**config.mk**
```make
export PLATFORM = sky130hd
export DESIGN_NAME = txword_fifo
export DESIGN_NICKNAME = d
export VERILOG_FILES = /design/src/rtl/txword_fifo_sdpram.sv /design/src/rtl/txword_fifo.sv
export SDC_FILE = /design/constraint.sdc
export NUM_CORES = 1
export LEC_CHECK = 0
export ABC_CLOCK_PERIOD_IN_PS = 6440
export BUFFER_PORTS_ARGS = -buffer_cell sky130_fd_sc_hd__buf_2
export CORE_MARGIN = 4
export CORE_UTILIZATION = 45
export DETAILED_ROUTE_END_ITERATION = 10
export REMOVE_ABC_BUFFERS = 1
export SYNTH_ARGS = -nofsm -noshare
export SYNTH_HDL_FRONTEND = slang
export SYNTH_SLANG_ARGS = --single-unit
```
**constraint.sdc**
```tcl
create_clock -name i_clk -period 6.44 [get_ports i_clk]
set_clock_uncertainty 0.2 [all_clocks]
set_input_delay 0.644 -clock i_clk [delete_from_list [all_inputs] [get_ports i_clk]]
set_output_delay 0.644 -clock i_clk [all_outputs]
set_load 0.005 [all_outputs]
```
**src/rtl/txword_fifo_sdpram.sv**
```systemverilog
// Simple dual-port RAM: one write port, one registered read port, DW x 2^AW.
// Latency: read data appears one cycle after i_rd_en; write visible next cycle.
// Backpressure: none; the caller guarantees it never reads an address written the same cycle.
// Ports: i_clk; write port i_wr_en/i_wr_addr/i_wr_data; read port i_rd_en/i_rd_addr -> o_rd_data.
module txword_fifo_sdpram #(
  parameter int DW = 32,
  parameter int AW = 4
) (
  input  logic          i_clk,
  input  logic          i_wr_en,
  input  logic [AW-1:0] i_wr_addr,
  input  logic [DW-1:0] i_wr_data,
  input  logic          i_rd_en,
  input  logic [AW-1:0] i_rd_addr,
  output logic [DW-1:0] o_rd_data
);

  logic [DW-1:0] mem_q [2**AW];
  logic [DW-1:0] rd_data_q;

  // No reset on storage or read register so the tools map this onto block RAM.
  always_ff @(posedge i_clk) begin
    if (i_wr_en) begin
      mem_q[i_wr_addr] <= i_wr_data;
    end
  end

  always_ff @(posedge i_clk) begin
    if (i_rd_en) begin
      rd_data_q <= mem_q[i_rd_addr];
    end
  end

  assign o_rd_data = rd_data_q;

endmodule

```
**src/rtl/txword_fifo.sv**
```systemverilog
// Word FIFO between the change detector and the serial word transmitter.
// Latency: a write into an empty FIFO shows on o_stb/o_data after one edge.
// Backpressure: head word held stable while i_busy; writes while full and not popping are dropped (sticky o_overflow).
// Ports: i_clk, i_reset_n (async low); write side i_wr/i_data/o_full/o_fill/o_overflow;
//        read side o_stb/o_data/i_busy (word consumed when o_stb && !i_busy).
module txword_fifo #(
  parameter int DW     = 32,
  parameter int LGFLEN = 4
) (
  input  logic            i_clk,
  input  logic            i_reset_n,
  input  logic            i_wr,
  input  logic [DW-1:0]   i_data,
  output logic            o_full,
  output logic [LGFLEN:0] o_fill,
  output logic            o_overflow,
  output logic            o_stb,
  output logic [DW-1:0]   o_data,
  input  logic            i_busy
);

  localparam int FW = LGFLEN + 1;
  localparam logic [FW-1:0] DEPTH = FW'(1) << LGFLEN;

  logic [LGFLEN-1:0] wr_ptr_q, wr_ptr_d;
  logic [LGFLEN-1:0] rd_ptr_q, rd_ptr_d;
  logic [FW-1:0]     fill_q, fill_d;
  logic              full_q;
  logic              overflow_q;
  logic [DW-1:0]     byp_q;
  logic              sel_byp_q;  // output word comes from bypass register, else from RAM read register
  logic [DW-1:0]     ram_rd_data;

  logic              stb;
  logic              pop;
  logic              push;
  logic              out_free;
  logic [FW-1:0]     ram_cnt;
  logic              load_ram;
  logic              bypass;
  logic              ram_wr;

  assign stb      = (fill_q != '0);
  assign pop      = stb && !i_busy;
  assign push     = i_wr && (!full_q || pop);
  assign out_free = !stb || pop;
  // Words sitting in RAM, excluding the one presented at the output.
  assign ram_cnt  = fill_q - FW'(stb);
  // The RAM read register itself is the output stage: reading mem[rd_ptr] on the
  // same edge the head is popped gives the next word one cycle later, no bubble.
  // The entry at rd_ptr was written on an earlier edge whenever ram_cnt != 0,
  // so there is never a read/write collision on one address.
  assign load_ram = out_free && (ram_cnt != '0);
  assign bypass   = out_free && (ram_cnt == '0) && push;
  assign ram_wr   = push && !bypass;

  always_comb begin
    wr_ptr_d = wr_ptr_q + LGFLEN'(ram_wr);
    rd_ptr_d = rd_ptr_q + LGFLEN'(load_ram);
    fill_d   = fill_q + FW'(push) - FW'(pop);
  end

  always_ff @(posedge i_clk or negedge i_reset_n) begin
    if (!i_reset_n) begin
      wr_ptr_q   <= '0;
      rd_ptr_q   <= '0;
      fill_q     <= '0;
      full_q     <= 1'b0;
      overflow_q <= 1'b0;
      byp_q      <= '0;
      sel_byp_q  <= 1'b1;
    end else begin
      wr_ptr_q <= wr_ptr_d;
      rd_ptr_q <= rd_ptr_d;
      fill_q   <= fill_d;
      full_q   <= (fill_d == DEPTH);
      if (i_wr && full_q && !pop) begin
        overflow_q <= 1'b1;
      end
      if (bypass) begin
        byp_q     <= i_data;
        sel_byp_q <= 1'b1;
      end else if (load_ram) begin
        sel_byp_q <= 1'b0;
      end
    end
  end

  txword_fifo_sdpram #(
    .DW (DW),
    .AW (LGFLEN)
  ) u_ram (
    .i_clk     (i_clk),
    .i_wr_en   (ram_wr),
    .i_wr_addr (wr_ptr_q),
    .i_wr_data (i_data),
    .i_rd_en   (load_ram),
    .i_rd_addr (rd_ptr_q),
    .o_rd_data (ram_rd_data)
  );

  assign o_full     = full_q;
  assign o_fill     = fill_q;
  assign o_overflow = overflow_q;
  assign o_stb      = stb;
  assign o_data     = sel_byp_q ? byp_q : ram_rd_data;

endmodule

```
==> results.md, run 1 <==
- Run status: complete, no violations
- Sequential-to-total area share from yosys stat: 76.6%
- Vias in the first global route: 10666
- Crit path time final: 4.80 ns
- Clk sinks: 592
- Max_slew headroom: between 20% and 30%
- Seq cells post-synth: ~600
- Largest family of logic cells by synthesized area: multiplexers
- Port bufs: 75
- WP data required: 6.44 ns
- Max stage delay on crit path: 1.00 ns
- Worst setup margin: roughly 1.6 ns
- Reg2Reg Capture Point: u_ram.mem_q[3][1]$_DFFE_PP_
- Area share of fa/ha/maj cells after synthesis: 0.798%
- H-tree depth: 2
- Number of fill cells: 3900
- CTS buffer count: 59
- Max VDD drop: 0.277 mV
- Max Buffers Root-to-Sink: 3
- Fin crit share: 74.6%
- Max Slew Vio Count: 0
- CTS tree: yes
- Post-synth cell types: 39
- Initial core utilization: a little under half
- Share of cells above drive strength 1: around two fifths
- P per Cell Area: 452 mW/mm^2
- Critical-path cell list: inv_1, ha_1, nor4b_1, inv_1, ha_1, or4b_4, o22ai_4, a41oi_1, o21ai_0, nor2_4
- Most frequent cells in the layout: edfxtp_1, mux4_2, buf_2
- Core area: between 0.05 and 0.06 sq mm
- Hold Fails Final Rpt: 0
- Clock Latency Late Sink: between 0.5 and 0.6 ns
- Ant diodes: 0
- Top FF cell, synth: edfxtp_1
- Area growth syn-to-layout: 14.4%
- Count of flip-flops with a built-in enable after synthesis: around 540
- XOR/XNOR share of the synthesized area: 0.344%
- Grt ovf: 0
- DP Worst Slack: roughly 1.7 ns
- RSZ-0062 raised after global routing: no
- Die footprint: around 0.055 sq mm
- I/O pin count: 76
- Syn. warnings: 0
- Site Rows: 82
- Worst Max-Slew Pin Slew: 1.18 ns
- Critical Path Fanout Max: 32
- Worst r2r src: o_fill[3]$_DFF_PN0_
- Residual DRC count: 0
- Routability Congestion: roughly 0.76
- CTS Hold Bufs: 0
- Async S/R FF share, synth: 8.11%
- Die Y: 234 um
- Path category of the worst min-delay check: primary input to async pin
- Leakage power: 8.59 nW
- Antenna Violating Nets Remaining: 0
- Compound-Gate Fraction of Synth Area: less than 1%
- Reg clk slew, reported paths: 0.06 ns
- WL/cell: between 20 and 25 um
- Register area: between 0.015 and 0.02 sq mm
- Largest net degree at the start of global routing: ~70
- Vias per cell: around 5.5
- Commonest non-fill, non-tap cell in the layout: edfxtp_1
- Setup fix buffers added after clock tree synthesis: 0
- Vias: 9857
- DP Wirelength: 24.7 mm
- F_max: 208 MHz
- Initial DRC count: roughly 560
- Startpoint types: register
- Post-CTS Resized: 0
- TritonRoute pass-1 iters: 4
- Syn Inst Count: 953
- Number of max-cap violations: 0
- Total wire length: 44.6 mm
- Reg2reg path depth: 10
- Worst R2R Setup Slack: ~1.6 ns
- GR Util All Layers: about 17%
- Setup CP Type: register to register
- Cell Area, Synth: 0.0229 sq mm
- Die width: 234 um
- Worst EP arrival: 4.81 ns
- Final net count: 1118
- Setup violators final: 0
- Tot Pwr: 11.8 mW
- Clock Root Buffer: clkbuf_16
- Multi-input logic area: between 0.005 and 0.006 sq mm
- Critical-path top delay cell: o21ai_0
- WP buf/inv: 2
- Largest delay contributor family on the critical path: compound AO/OA/AOI/OAI gates
- Antenna violations before repair: 0
- Multiplexer share of the synthesized area: around a fifth
- Synth Area in Simple Gates: 1.12%
- CP Capture Type: register
- First-pass GRT wire length: approximately 69 mm
- Syn avg cell area: 24.0 sq um
layout make-up:
type / count / share of cell area, %
inverters: 12 / 0.172
clock buffers: 81 / 6.30
clock inverters: 28 / 1.24
multi-input cells: 305 / 19.9
flip-flops and latches: 592 / 67.0
well taps: 672 / 3.21
repair buffers: 98 / 2.19
cells in the mapped netlist, types with 4 or more instances:
master,instances,share of area (%)
xnor2_1,6,0.23
ha_1,13,0.71
clkbuf_1,24,0.39
buf_2,14,0.31
nand2b_1,6,0.16
inv_1,12,0.20
nor3_1,5,0.11
dfrtp_1,47,5.1
mux2_4,30,2.0
nand2_1,6,0.098
mux2_2,34,1.7
mux4_2,160,16
nor2_1,14,0.23
edfxtp_1,544,71
o21ai_0,4,0.087
metrics by stage:
step | utilization, % | TNS [ns] | hold slack (ns) | instances | instance area (sq um)
2_1_floorplan | - | -2.86 | 0.148 | 909 | 22700
6_report | 52.1 | 0 | 0.0225 | 1788 | 26200
4_1_cts | 52.1 | 0 | 0.0327 | 1788 | 26200
3_3_place_gp | 48.2 | 0 | 0.262 | 1679 | 24200
5_1_grt | 52.1 | 0 | 0.0771 | 1788 | 26200
3_5_place_dp | 48.2 | 0 | 0.284 | 1679 | 24200
report_power, final:
part	total (mW)	switching (mW)	internal, mW
registers	5.41	0.456	4.95
logic	2.97	1.37	1.60
clock network	3.46	1.39	2.06
total	11.8	3.22	8.61
per-layer routing:
metal  part of all wire [%]  vias to the layer above  global-route usage, %  wire [um]
li1                       -                     4249                      -          -
met1                     44                     5359                   23.8      19600
met2                     50                      188                   27.8      22300
met5                      0                        -                      0          0
met3                    4.2                       61                   2.77       1880
met4                    1.8                        0                   4.05        801
registers in the layout, summed over array words and instances (netlist names):
register and count:
sel_byp_q 1, o_full 1, o_fill 5, u_ram.mem_q 512, rd_ptr_q 4, wr_ptr_q 4, byp_q 32, o_overflow 1
u_ram.o_rd_data 32
worst reg2reg max path, delay by kind of cell (launching register included):
| kind | cells | cell delay, ns |
|---|---|---|
| adders and majority gates | 2 | 0.53 |
| buffers and inverters | 2 | 0.36 |
| DFF | 1 | 0.47 |
| AOI/OAI and AO/OA | 3 | 1.55 |
| and+or+nand+nor | 3 | 1.29 |
cell families (layout without fill, tap and decap cells):
family | after synthesis | count (layout)
DFF | 592 | 592
muxes | 224 | 224
buffers and inverters | 56 | 219
and+or+nand+nor | 43 | 43
AOI/OAI and AO/OA | 15 | 15
adders and majority gates | 14 | 14
xor gates and xnor gates | 9 | 9
worst max-delay path by stage:
| stage | from | endpoint | cells after the start |
|---|---|---|---|
| 6_report | o_fill[3]$_DFF_PN0_ | u_ram.mem_q[3][1]$_DFFE_PP_ | 10 |
| 5_1_grt | o_fill[3]$_DFF_PN0_ | u_ram.mem_q[3][22]$_DFFE_PP_ | 10 |
| 4_1_cts | o_fill[3]$_DFF_PN0_ | u_ram.mem_q[3][22]$_DFFE_PP_ | 10 |
| 3_5_place_dp | o_fill[3]$_DFF_PN0_ | u_ram.mem_q[3][15]$_DFFE_PP_ | 10 |
| 3_3_place_gp | o_fill[3]$_DFF_PN0_ | u_ram.mem_q[3][22]$_DFFE_PP_ | 10 |
| 2_1_floorplan | rd_ptr_q[0]$_DFF_PN0_ | u_ram.o_rd_data[0]$_DFFE_PP_ | 2 |
(Power assumes the default switching activity.)
==> run 2: changes to the inputs <==
- ABC_AREA: default -> 1
- ABC_CLOCK_PERIOD_IN_PS: 6440 -> 4600
- clock period: 6.44 -> 4.6 ns (I/O delays scaled with it)
==> run 2 against run 1 <==
- core utilization is 0.39 points lower
- via count increased by 50%
- clock power rose by 33%
- highest routed layer unchanged
==> results.md, run 2 <==
- Sequential-to-total area share from yosys stat: 73.7% (-2.9 points)
- Synth top area share: 68.7% (-2.7 points)
- Met3 routed WL: 3.15 mm (+67%)
- Max layer used: met4
- Post-synth cell types: 31 (-21%)
- Die Y: 238 um (+1.9%)
- Total wire length: 60.1 mm (+35%)
- P_sw: 6.11 mW (+90%)
- Hold Fails Final Rpt: 0 (unchanged)
- Most frequent cells in the layout: edfxtp_1, nor2_1, o21ai_0
- CTS buffer count: 59 (unchanged)
- Die footprint: 0.0566 sq mm (+3.8%)
- Number of max-cap violations: 0 (unchanged)
- Post-CTS Resized: 0 (unchanged)
- Max Buffers Root-to-Sink: 3 (unchanged)
- WP buf/inv: 3 (+1)
- Path category of the worst min-delay check: primary input to register
- Reg clk slew, reported paths: 0.06 ns (about the same)
- Residual DRC count: 0 (unchanged)
- Largest delay contributor family on the critical path: simple AND/OR/NAND/NOR gates
- Seq cells post-synth: 592 (unchanged)
- Fin crit share: 84.1% (+9.5 points)
- Max_slew headroom: 19.3% (-2.0 points)
- Crit path time final: 3.87 ns (-0.935 ns)
- Vias: 14769 (+50%)
- Max VDD drop: 0.503 mV (+82%)
- Cell Area, Synth: 0.0238 sq mm (+3.9%)
- I/O pin count: 76 (unchanged)
- Area contributors post-synth: edfxtp_1, nor2_1, dfrtp_1
- Commonest non-fill, non-tap cell in the layout: edfxtp_1
- Initial core utilization: 45.9% (+0.36 points)
- Clk sinks: 592 (unchanged)
- Initial DRC count: 1469 (+160%)
- Antenna Violating Nets Remaining: 0 (unchanged)
- Most common cell in the synthesized netlist: edfxtp_1
- CTS tree: yes
- Count of flip-flops with a built-in enable after synthesis: 544 (unchanged)
- Gate power share: 31.1% (+6.0 points)
- Syn Inst Count: 1835 (+93%)
- Worst EP arrival: 3.89 ns (-0.92 ns)
- Max Slew Vio Count: 0 (unchanged)
- F_max: 258 MHz (+24%)
- Async S/R FF share, synth: 8.11% (unchanged)
- Net Sw Frac: 35.4% (+8.2 points)
- Multiplexer share of the synthesized area: 1.52% (-18 points)
- Max reg flops: 512 (unchanged)
- Worst Max-Slew Pin Slew: 1.21 ns (+0.0300 ns)
- Final net count: 1938 (+73%)
- DP Wirelength: 33.7 mm (+36%)
- Grt ovf: 0 (unchanged)
- Clock power frac: 26.6% (-2.6 points)
- Critical-path cell list: inv_1, ha_1, inv_1, nor2_1, nand2_2, ha_1, nand2_1, nand2_1, nand2_1, nand2_1, nand2_1, nor2_4, nand2_1, nand2_2, buf_4, nor2_4
- Startpoint types: register
- Critical-path top delay cell: nor2_4
- CP Capture Type: register
- Critical Path Fanout Max: 32 (unchanged)
- Core area: 0.0518 sq mm (+3.1%)
- P per Cell Area: 645 mW/mm^2 (+43%)
- First-pass GRT wire length: 90.5 mm (+32%)
- Largest reg by FF count: u_ram.mem_q
- Port bufs: 75 (unchanged)
- Worst setup margin: 0.731 ns (-0.905 ns)
- Site Rows: 83 (+1.2%)
- Seq pwr share: 42.3% (-3.4 points)
- Layout Utilization: 51.7% (-0.39 points)
- Clock Latency Late Sink: 0.61 ns (+0.02 ns)
- Antenna violations before repair: 1 (+1)
- Setup violators final: 0 (unchanged)
- Routed wl met2: 29.3 mm (+31%)
- WL/cell: 23.0 um (-7.8%)
- Syn avg cell area: 13.0 sq um (-46%)
- XOR/XNOR share of the synthesized area: 0.295% (-0.050 points)
- Run status: complete, no violations
- P_int: 11.2 mW (+30%)
- Area growth syn-to-layout: 12.6%
- DP Worst Slack: 0.742 ns (-0.933 ns)
- GR Util All Layers: 21.0% (+4.1 points)
- Largest family of logic cells by synthesized area: simple AND/OR/NAND/NOR gates
- Yosys top cell by area: edfxtp_1
- Die width: 238 um (+1.9%)
- Compound-Gate Fraction of Synth Area: 9.52% (+9.0 points)
- Tot Pwr: 17.3 mW (+46%)
- Share of cells above drive strength 1: 13.0% (-26 points)
- Max stage delay on crit path: 0.92 ns (-0.08 ns)
- Most frequent CP cell: nand2_1
- Vias per cell: 5.65 (+2.5%)
- Setup CP Type: register to register
- Ant diodes: 0 (unchanged)
- WL met1: 26.4 mm (+34%)
- RSZ-0062 raised after global routing: no
- Vias in the first global route: 14373 (+35%)
- Syn. warnings: 0 (unchanged)
- WP data required: 4.62 ns (-1.82 ns)
- Commonest cells in the netlist: edfxtp_1, nor2_1, o21ai_0
- Routability Congestion: 0.821 (+8.3%)
- H-tree depth: 2 (unchanged)
- Top FF cell, synth: edfxtp_1
- Clock Root Buffer: clkbuf_16
- Area share of fa/ha/maj cells after synthesis: 0.768% (-0.030 points)
- Leakage power: 9.14 nW (+6.4%)
- TritonRoute pass-1 iters: 5 (+1)
- Largest net degree at the start of global routing: 172 (+150%)
- Synth Area in Simple Gates: 11.1% (+10 points)
## run 2: cell families (layout without fill, tap and decap cells)
logic type	count (synthesis)	after routing
AOI/OAI and AO/OA	385	385
and+or+nand+nor	655	655
adders and majority gates	14	14
muxes	32	32
DFF	592	592
buffers and inverters	149	247
xor gates and xnor gates	8	8
## run 2: path summary, 6_finish.rpt
| kind | from | to | slack, ns | cells after the start |
|---|---|---|---|---|
| min | i_data[24] | u_ram.mem_q[1][24]$_DFFE_PP_ | 0.06 | 1 |
| min reg2reg | o_overflow$_DFFE_PN0P_ | o_overflow$_DFFE_PN0P_ | 0.26 | 1 |
| max | o_fill[2]$_DFF_PN0_ | u_ram.mem_q[9][6]$_DFFE_PP_ | 0.73 | 16 |
| max in group asynchronous | i_reset_n | sel_byp_q$_DFFE_PN1P_ | 3.08 | 3 |
| max reg2reg | o_fill[2]$_DFF_PN0_ | u_ram.mem_q[9][6]$_DFFE_PP_ | 0.73 | 16 |
| min in group asynchronous | i_reset_n | byp_q[30]$_DFFE_PN0P_ | 0.27 | 2 |
## run 2: cell type report
class | instances | area, sq um
fillers | 4351 | 25000
clock buffers | 73 | 1550
multi-input cells | 1094 | 5650
repair buffers | 113 | 791
well taps | 680 | 851
inverters | 28 | 113
flip-flops and latches | 592 | 17500
clock inverters | 33 | 287
## run 2: repair_timing
| item | 4_1_cts | 5_1_grt |
|---|---|---|
| buffers inserted | 0 | 0 |
| hold buffers | 2 | 0 |
| endpoints found under the hold margin | 26 | 0 |
## run 2: power by group through the flow
stage / clock network, mW / logic (mW) / registers, mW
4_1_cts: 4.69 / 5.46 / 7.30
3_5_place_dp: 0 / 5.43 / 7.41
5_1_grt: 4.93 / 6.00 / 7.38
6_report: 4.60 / 5.37 / 7.30
3_3_place_gp: 0 / 5.36 / 7.40
2_1_floorplan: 0 / 3.14 / 7.59
## run 2: stage by stage
step | hold WS [ns] | cells | TNS [ns] | cell area, sq um
2_1_floorplan | -0.0356 | 1714 | -109.10 | 23200
3_5_place_dp | 0.254 | 2505 | 0 | 24900
6_report | 0.0625 | 2613 | 0 | 26800
4_1_cts | 0.0278 | 2613 | 0 | 26800
5_1_grt | 0.0511 | 2613 | 0 | 26800
3_3_place_gp | 0.249 | 2505 | 0 | 24900
## run 2: metal layers
layer / up-vias / track usage (%)
li1: 6790 / -
met1: 7436 / 29.4
met2: 459 / 34.7
met3: 84 / 3.13
met4: 0 / 5.41
met5: - / 0
==> run 3: changes to the inputs <==
- ABC_CLOCK_PERIOD_IN_PS: 4600 -> 3500
- clock period: 4.6 -> 3.5 ns (I/O delays scaled with it)
==> run 3 against run 2 <==
- register-to-register slack got worse by 0.62 ns
- sequential share of layout area decreased by 1.5 points
- cell count increased by 1.9%
- setup slack got worse by 0.62 ns
- global-route usage increased by 0.89 points
- design area increased by 2.3%
- sequential power increased by 29%
- core utilization increased by 1.2 points
- routed wire length increased by 4.7%
- flip-flop and latch count unchanged
- clock-buffer cell count decreased by 3
- critical path depth unchanged
- highest routed layer unchanged
==> results.md, run 3 (same netlist as run 2, synthesis figures left out) <==
- Final Non-Filler Cells: 2663 (+1.9%)
- Critical-path top delay cell: nor2_2
- GR Util All Layers: 21.8% (+0.89 points)
- Max Buffers Root-to-Sink: 3 (unchanged)
- Routed wl met2: 30.1 mm (+2.8%)
- Residual DRC count: 0 (unchanged)
- Routability Congestion: 0.827 (+0.79%)
- Vias per cell: 5.72 (+1.2%)
- F_max: 295 MHz (+14%)
- Critical Path Fanout Max: 16 (-50%)
- Setup fix buffers added after clock tree synthesis: 0 (unchanged)
- CTS tree: yes
- Max reg flops: 512 (unchanged)
- Run status: complete, no violations
- CTS buffer count: 59 (unchanged)
- Design Area, Final: 0.0274 sq mm (+2.3%)
- DP Wirelength: 33.8 mm (+0.30%)
- First-pass GRT wire length: 94.4 mm (+4.3%)
- Hold WS: 0.0981 ns (+0.0356 ns)
- WP data required: 3.52 ns (-1.10 ns)
- Post-route setup TNS: 0 ns (unchanged)
- Setup violators final: 0 (unchanged)
- WL met1: 27.0 mm (+2.3%)
- DP Worst Slack: -0.105 ns (-0.847 ns)
- Placed inst area: 0.0249 sq mm (about the same)
- Clock Latency Late Sink: 0.63 ns (+0.02 ns)
- Die footprint: 0.0566 sq mm (unchanged)
- P per Cell Area: 850 mW/mm^2 (+32%)
- Number of max-cap violations: 0 (unchanged)
- H-tree depth: 2 (unchanged)
- Layout Utilization: 52.9% (+1.2 points)
- Site Rows: 83 (unchanged)
- Initial core utilization: 45.9% (unchanged)
- Clk sinks: 592 (unchanged)
- RSZ-0062 raised after global routing: yes
- Worst Max-Slew Pin Slew: 1.25 ns (+0.0383 ns)
- Tot Pwr: 23.3 mW (+35%)
- Largest reg by FF count: u_ram.mem_q
- Most frequent cells in the layout: edfxtp_1, nor2_1, o21ai_0
- Largest net degree at the start of global routing: 135 (-22%)
- Placed Cells incl. Taps: 2503 (-0.080%)
- Antenna Violating Nets Remaining: 0 (unchanged)
- Fin crit share: 96.8% (+13 points)
- Vias in the first global route: 15066 (+4.8%)
- Port bufs: 75 (unchanged)
- Critical-path cell list: inv_2, ha_4, inv_2, nor2_2, nand2_2, ha_4, nand2_2, nand2_2, nand2_1, nand2_1, nand2_2, nor2_4, nand2_2, nand2_8, buf_6, nor2_2
- Die width: 238 um (unchanged)
- Reg clk slew, reported paths: 0.06 ns (about the same)
- Crit path time final: 3.39 ns (-0.480 ns)
- Max layer used: met4
- Ant diodes: 0 (unchanged)
- Multi-input logic area: 0.00586 sq mm (+3.7%)
- Area growth syn-to-layout: 15.2%
- Initial DRC count: 1647 (+12%)
- Total wire length: 63.0 mm (+4.7%)
- Max VDD drop: 0.638 mV (+27%)
- I/O pin count: 76 (unchanged)
- Core area: 0.0518 sq mm (unchanged)
- Most frequent CP cell: nand2_2
- Path category of the worst min-delay check: primary input to async pin
- TritonRoute pass-1 iters: 5 (unchanged)
- Startpoint types: register
- Share of cells above drive strength 1: 14.3% (+1.2 points)
- Hold Fails Final Rpt: 0 (unchanged)
- Die Y: 238 um (unchanged)
- Worst EP arrival: 3.41 ns (-0.48 ns)
- Max stage delay on crit path: 0.95 ns (+0.03 ns)
- Register area: 0.0175 sq mm (unchanged)
- Grt ovf: 0 (unchanged)
- Vias: 15238 (+3.2%)
- Max_slew headroom: 16.9% (-2.5 points)
- Setup CP Type: register to register
- Leakage power: 9.36 nW (+2.5%)
- WL/cell: 23.6 um (+2.7%)
- Met3 routed WL: 4.10 mm (+30%)
- Commonest non-fill, non-tap cell in the layout: edfxtp_1
- Clock Root Buffer: clkbuf_16
- WP buf/inv: 3 (unchanged)
- Final net count: 1984 (+2.4%)
- Largest delay contributor family on the critical path: simple AND/OR/NAND/NOR gates
- Max Slew Vio Count: 0 (unchanged)
- CP Capture Type: register
- Worst setup margin: 0.111 ns (-0.620 ns)
- Number of fill cells: 4386 (+0.80%)
- Antenna violations before repair: 0 (-1)
run 3: worst paths after layout:
kind                                 startpoint                      endpoint  slack, ns  depth (start not counted)
max in group asynchronous             i_reset_n         byp_q[14]$_DFFE_PN0P_       2.21                          3
setup / recovery            o_fill[3]$_DFF_PN0_  u_ram.mem_q[15][4]$_DFFE_PP_       0.11                         16
min in group i_clk         byp_q[0]$_DFFE_PN0P_          byp_q[0]$_DFFE_PN0P_       0.26                          2
setup reg to reg            o_fill[3]$_DFF_PN0_  u_ram.mem_q[15][4]$_DFFE_PP_       0.11                         16
hold / removal                        i_reset_n           o_fill[4]$_DFF_PN0_        0.1                          2
hold reg to reg            byp_q[0]$_DFFE_PN0P_          byp_q[0]$_DFFE_PN0P_       0.26                          2
run 3: power breakdown:
part | switching, mW | internal [mW]
registers | 0.452 | 9.00
logic | 5.26 | 2.37
clock network | 2.65 | 3.57
total | 8.36 | 14.9
run 3: area by class of cell:
type                    count  share of cell area, %
flip-flops and latches    592                   64.0
multi-input cells        1108                   21.4
clock buffers              70                   5.62
repair buffers            145                   4.13
well taps                 680                   3.11
clock inverters            40                   1.31
inverters                  28                  0.411
run 3: per-layer routing:
| metal | track usage, % | up-vias |
|---|---|---|
| li1 | - | 6911 |
| met1 | 30.8 | 7629 |
| met2 | 35.5 | 587 |
| met3 | 3.12 | 111 |
| met4 | 6.85 | 0 |
| met5 | 0 | - |
run 3: worst reg2reg max path, stage by stage (launching register included):
cell,delay [ns]
dfrtp_1,0.43
inv_2,0.14
ha_4,0.15
inv_2,0.03
nor2_2,0.09
nand2_2,0.08
ha_4,0.17
nand2_2,0.06
nand2_2,0.05
nand2_1,0.05
nand2_1,0.06
nand2_2,0.10
nor2_4,0.04
nand2_2,0.10
nand2_8,0.10
buf_6,0.16
nor2_2,0.95
run 3: timing repair:
action / in CTS / in global routing
gates cloned: 13 / 1
resized for setup: 16 / 11
endpoints found under the hold margin: 554 / 0
endpoints found under the setup margin: 398 / 118
pin swaps: 14 / 2
hold buffers: 36 / 0
